**src/rtl/note_scroller.sv**
```systemverilog
// note_scroller: generates LFSR notes, scrolls a 4-row lane once per beat,
// and runs the check_go/check_done handshake with the hit checker.
module note_scroller #(
   parameter int         BEAT_DIV   = 25_000_000,
   parameter int         SCORE_W    = 8,
   parameter logic [3:0] MAX_MISSES = 4'd8,
   parameter logic [7:0] LFSR_SEED  = 8'hA5
) (
   input  logic               clk,
   input  logic               resetn,
   input  logic               enable,
   input  logic               check_done,
   input  logic               hit,
   input  logic               miss,
   output logic               check_go,
   output logic [2:0]         row_1,
   output logic [2:0]         row_2,
   output logic [2:0]         row_3,
   output logic [2:0]         row_4,
   output logic [SCORE_W-1:0] score,
   output logic [7:0]         combo,
   output logic [3:0]         misses,
   output logic               game_over
);

   localparam int CNT_W = (BEAT_DIV > 2) ? $clog2(BEAT_DIV) : 1;
   localparam logic [CNT_W-1:0] CNT_LAST = CNT_W'(BEAT_DIV - 1);

   typedef enum logic [2:0] {
      IDLE, WAIT_BEAT, SHIFT, CHECK, RELEASE, OVER
   } state_t;

   state_t           state;
   state_t           state_n;
   logic [CNT_W-1:0] beat_cnt;
   logic [7:0]       lfsr;
   logic [2:0]       note;
   logic             armed;
   logic             beat_end;
   logic             sample;
   logic             take_hit;
   logic             take_miss;
   logic             go_d;
   logic             over_d;

   assign beat_end  = (beat_cnt == CNT_LAST);
   assign note      = (lfsr[2:0] <= 3'b100) ? lfsr[2:0] : 3'b000;
   // stale check_done on the first CHECK cycle is ignored via armed
   assign sample    = (state == CHECK) && armed && check_done;
   assign take_hit  = hit & ~miss;
   assign take_miss = miss | (~hit & (row_4 != 3'b000));

   // state register
   always_ff @(posedge clk or negedge resetn) begin
      if (!resetn) state <= IDLE;
      else         state <= state_n;
   end

   // next-state logic
   always_comb begin
      state_n = state;
      unique case (state)
         IDLE:      if (enable) state_n = WAIT_BEAT;
         WAIT_BEAT: if (enable && beat_end) state_n = SHIFT;
         SHIFT:     state_n = CHECK;
         CHECK:     if (sample) state_n = RELEASE;
         RELEASE:   state_n = (misses == MAX_MISSES) ? OVER : WAIT_BEAT;
         OVER:      state_n = OVER;
         default:   state_n = IDLE;
      endcase
   end

   // output decode, registered below so outputs track the state register
   always_comb begin
      go_d   = (state_n == CHECK);
      over_d = (state_n == OVER);
   end

   // registered handshake and status outputs
   always_ff @(posedge clk or negedge resetn) begin
      if (!resetn) begin
         check_go  <= 1'b0;
         game_over <= 1'b0;
         armed     <= 1'b0;
      end else begin
         check_go  <= go_d;
         game_over <= over_d;
         armed     <= (state == CHECK);
      end
   end

   // beat counter: runs only in WAIT_BEAT while enabled
   always_ff @(posedge clk or negedge resetn) begin
      if (!resetn) begin
         beat_cnt <= '0;
      end else if (state == WAIT_BEAT && enable) begin
         if (beat_end) beat_cnt <= '0;
         else          beat_cnt <= beat_cnt + 1'b1;
      end
   end

   // lane scroll and note generation on each beat
   always_ff @(posedge clk or negedge resetn) begin
      if (!resetn) begin
         row_1 <= 3'b000;
         row_2 <= 3'b000;
         row_3 <= 3'b000;
         row_4 <= 3'b000;
         lfsr  <= LFSR_SEED;
      end else if (state == SHIFT) begin
         row_4 <= row_3;
         row_3 <= row_2;
         row_2 <= row_1;
         row_1 <= note;
         lfsr  <= {lfsr[6:0], lfsr[7] ^ lfsr[5] ^ lfsr[4] ^ lfsr[3]};
      end
   end

   // scoring of the checker verdict for the bottom row
   always_ff @(posedge clk or negedge resetn) begin
      if (!resetn) begin
         score  <= '0;
         combo  <= 8'd0;
         misses <= 4'd0;
      end else if (sample) begin
         if (take_hit) begin
            if (score != '1)     score <= score + 1'b1;
            if (combo != 8'hFF)  combo <= combo + 8'd1;
         end else if (take_miss) begin
            if (misses != 4'hF)  misses <= misses + 4'd1;
            combo <= 8'd0;
         end
      end
   end

endmodule

```
**config.mk**
```make
export PLATFORM = sky130hd
export DESIGN_NAME = note_scroller
export DESIGN_NICKNAME = d
export VERILOG_FILES = /design/src/rtl/note_scroller.sv
export SDC_FILE = /design/constraint.sdc
export NUM_CORES = 1
export LEC_CHECK = 0
export BUFFER_PORTS_ARGS = -buffer_cell sky130_fd_sc_hd__buf_2
export CAP_MARGIN = 40
export CORE_MARGIN = 3
export CORE_UTILIZATION = 52
export DETAILED_ROUTE_END_ITERATION = 10
export HOLD_SLACK_MARGIN = 0.15
export PLACE_DENSITY = 0.8
export SYNTH_ARGS = -nofsm -noshare
export SYNTH_HDL_FRONTEND = slang
export SYNTH_SLANG_ARGS = --single-unit
```
**constraint.sdc**
```tcl
create_clock -name clk -period 1.7 [get_ports clk]
set_clock_uncertainty 0.05 [all_clocks]
set_input_delay 0.51 -clock clk [delete_from_list [all_inputs] [get_ports clk]]
set_output_delay 0.51 -clock clk [all_outputs]
set_load 0.005 [all_outputs]
```
==> impl_results.md <==
- Site Rows: 28
- Total global routing track utilization: 24.9%
- Multi-input logic area: 1900 um^2
- Vias per cell: about 6.1
- Clock Tree Buf Depth: 2
- Post-synth cell types: around 50
- Iteration-0 DRC Markers: 250
- CTS tree: done
- CP Launch Type: flop
- Final setup viols: 16
- Final worst slack: -0.122 ns
- Worst slew pin tran: between 0.4 and 0.5 ns
- R2r startpoint: beat_cnt[6]$_DFFE_PN0P_
- Critical-path cell list: buf_6 -> nand4_4 -> nor4_4 -> nand4_1 -> or4_1 -> o21ai_1
- Post-Syn Instances: 316
- Hold-critical path depth: 1
- Warnings, synthesis: 0
- Reg2Reg Depth: 6
- Number of global-route vias before repair: 3064
- IO Pins: 40
- Detailed Route WL: between 10000 and 15000 um
- PortBufs: 39
- Initial Util: 55.5%
- CP max stage cell: or4_1
- Post-DR wirelength/cell: 20.2 um
- WS Path Type: reg -> reg
- Largest net degree at the start of global routing: 39
- Worst path required time: 1.94 ns
- ANT nets after route: 0
- Ys flop type: dfrtp_1
- CTS Buf Count: 9
- Die X: 86.9 um
- Ratio of cells with drive above 1 in the final layout: 48.6%
- Vias: 3160
- Die Footprint: 7550 um^2
- Power Density: 949 nW/um^2
- Failing checks: setup timing
- Fmax: 0.549 GHz
- Reg2reg end: beat_cnt[24]$_DFFE_PN0P_
- Fin. max-slew vios: 0
- Max VDD drop: 0.000632 V
- Initial antenna violation count: 0
- Final Cycle Share: 107%
- Outcome: complete, but fails checks
- Relative slew slack: between 70% and 80%
- First-pass DRT Iterations: 4
- LEAKAGE: 2.34 nW
- Synth-to-Final Area Change: 45.8%
- Root buffer cell: clkbuf_8
- Post-Place Cells: 483
- Drc violations: 0
- Hold EP: lfsr[7]$_DFFE_PN1P_
- RSZ-0062 raised after global routing: yes
- Syn_area_per_cell: around 11 um^2
- WP buf/inv: 1
- Share of the yosys chip area belonging to registers: 52.4%
- Final hold viol count: 0
- Core Area: 6130 um^2
- Syn Nets: 327
- Worst Hold Class: reg -> reg
- GP Congestion: 0.893
- First-pass GRT wire length: about 15000 um
- Total gr overflow: 0
- Clock Sink Count: 71
- Htree depth: 3
- Utilization after layout: 80.9%
- Ys async rst share: 100%
- Final std cells w/o fill: 519
- Yosys reg bits: 71
- Clk Latency, worst-skew pair: between 0.3 and 0.4 ns
- Crit end category: flop
- Reg2reg setup slack: -0.12 ns
- Max_cap viols: 0
- HPWL Detailed: 5550 um
- Critical Path Source: beat_cnt[6]$_DFFE_PN0P_
- Data arrival time of the worst path: around 2.1 ns
- Post-synth EDFFs: 0
- Fill cells: 334
- Cell Area, Synth: 3400 um^2
- CTS clk-pin slew, worst paths: ~0.09 ns
- Die Y: approximately 87 um
- Max stage delay on crit path: 0.44 ns
- Critical Path Fanout Max: 2
- Sequential cell area: 1780 um^2
- Tmin final: about 1.8 ns
- Worst hold margin: 0.460 ns
- Largest delay share family, worst path: simple AND/OR/NAND/NOR gates
- Hold path start: lfsr[6]$_DFFE_PN0P_
- Final net count: 450
- ANT cells: 0
[report_power, final]
part	internal (mW)	leakage [nW]	switching [mW]
combinational	0.571	1.31	0.586
sequential	1.84	0.926	0.138
clock	0.846	0.112	0.731
total	3.25	2.34	1.46
[synthesized netlist by cell type (all sizes together), types with 3 or more instances]
master	number	area, um^2
nor3b	3	22.5
nor4	3	33.8
nand4	19	134
nor2	24	90.1
nand2b	4	25.0
xor2	5	43.8
o21ai	16	80.1
ha	5	62.6
clkbuf	4	16.3
or4	4	30.0
buf	4	21.3
xnor2	20	175
nand2	26	97.6
nand3	19	95.1
a31oi	6	43.8
mux2	20	225
dfstp	4	105
and3	6	37.5
and2	6	38.8
inv	8	30.0
dfrtp	67	1680
nor3	6	30.0
a21oi	7	35.0
and4	3	26.3
[metrics by stage]
stage | worst slack (ns) | cell area (um^2) | setup TNS [ns] | power (mW)
4_1_cts | -0.0773 | 4650 | -0.137 | 4.44
5_1_grt | -0.240 | 4960 | -2.50 | 4.87
3_5_place_dp | -0.313 | 4210 | -3.54 | 2.81
3_3_place_gp | -0.194 | 4210 | -1.94 | 2.78
2_1_floorplan | -0.0406 | 3470 | -0.126 | 2.39
6_report | -0.122 | 4960 | -1.00 | 4.71
[final cells by class]
class	instances	area share (%)
Sequential cell	71	36.0
Timing Repair Buffer	120	18.5
Clock inverter	7	2.12
Tap cell	75	1.89
Multi-Input combinational cell	229	38.4
Clock buffer	9	2.50
Inverter	8	0.605
[cells by family (layout without fill, tap and decap cells)]
kind of cell             Yosys count  count (layout)  synth area share [%]
flip-flops                        71              71                  52.4
adder cells (fa/ha/maj)            5               5                  1.84
buffers and inverters             16             144                  1.99
AND/OR/NAND/NOR                  132             132                  21.7
XOR/XNOR                          25              25                  6.44
multiplexers                      22              22                  7.21
AO/OA/AOI/OAI                     45              45                  8.50
[layout by cell type (no fill, tap or decap), drive strengths merged, types with 7 or more instances in the layout]
master / count
nand2: 26
mux2: 20
inv: 10
xnor2: 20
o21ai: 16
nand4: 19
nand3: 19
nor2: 24
a21oi: 7
dfrtp: 67
buf: 119
clkbuf: 9
[worst max path at each step]
stage                                     to  slack (ns)  depth (start not counted)
global placement       misses[3]$_DFFE_PN0P_       -0.19                          5
floorplan              misses[1]$_DFFE_PN0P_       -0.04                          5
finish              beat_cnt[24]$_DFFE_PN0P_       -0.12                          6
detailed placement      combo[7]$_DFFE_PN0P_       -0.31                          6
CTS                     combo[7]$_DFFE_PN0P_       -0.08                          6
global route        beat_cnt[24]$_DFFE_PN0P_       -0.24                          6
[state kept, by name (all words and copies together) (netlist names), 3 cells and up]
| register | cells |
|---|---|
| row_3 | 3 |
| combo | 8 |
| row_2 | 3 |
| state | 3 |
| beat_cnt | 25 |
| row_1 | 3 |
| misses | 4 |
| row_4 | 3 |
| score | 8 |
| lfsr | 8 |
[timing repair]
item	4_1_cts	5_1_grt
pin swaps	12	25
endpoints found under the hold margin	9	0
buffers inserted	12	8
endpoints found under the setup margin	19	32
hold buffers	1	0
resized for setup	29	64
[worst reg2reg max path, cell delays in order (launching register included)]
cell     delay, ns
dfrtp_2       0.41
buf_6         0.12
nand4_4       0.13
nor4_4        0.30
nand4_1       0.22
or4_1         0.44
o21ai_1       0.09
[layer usage]
metal  global-route usage, %  wire length (um)  share of wire, %  vias up
li1                        -                 -                 -     1393
met1                    31.0              4190                40     1610
met4                    13.5               362               3.4        0
met5                       0                 0                 0        -
met3                    3.78               464               4.4       37
met2                    41.5              5490                52      120
Power figures use the tool's default switching activity.
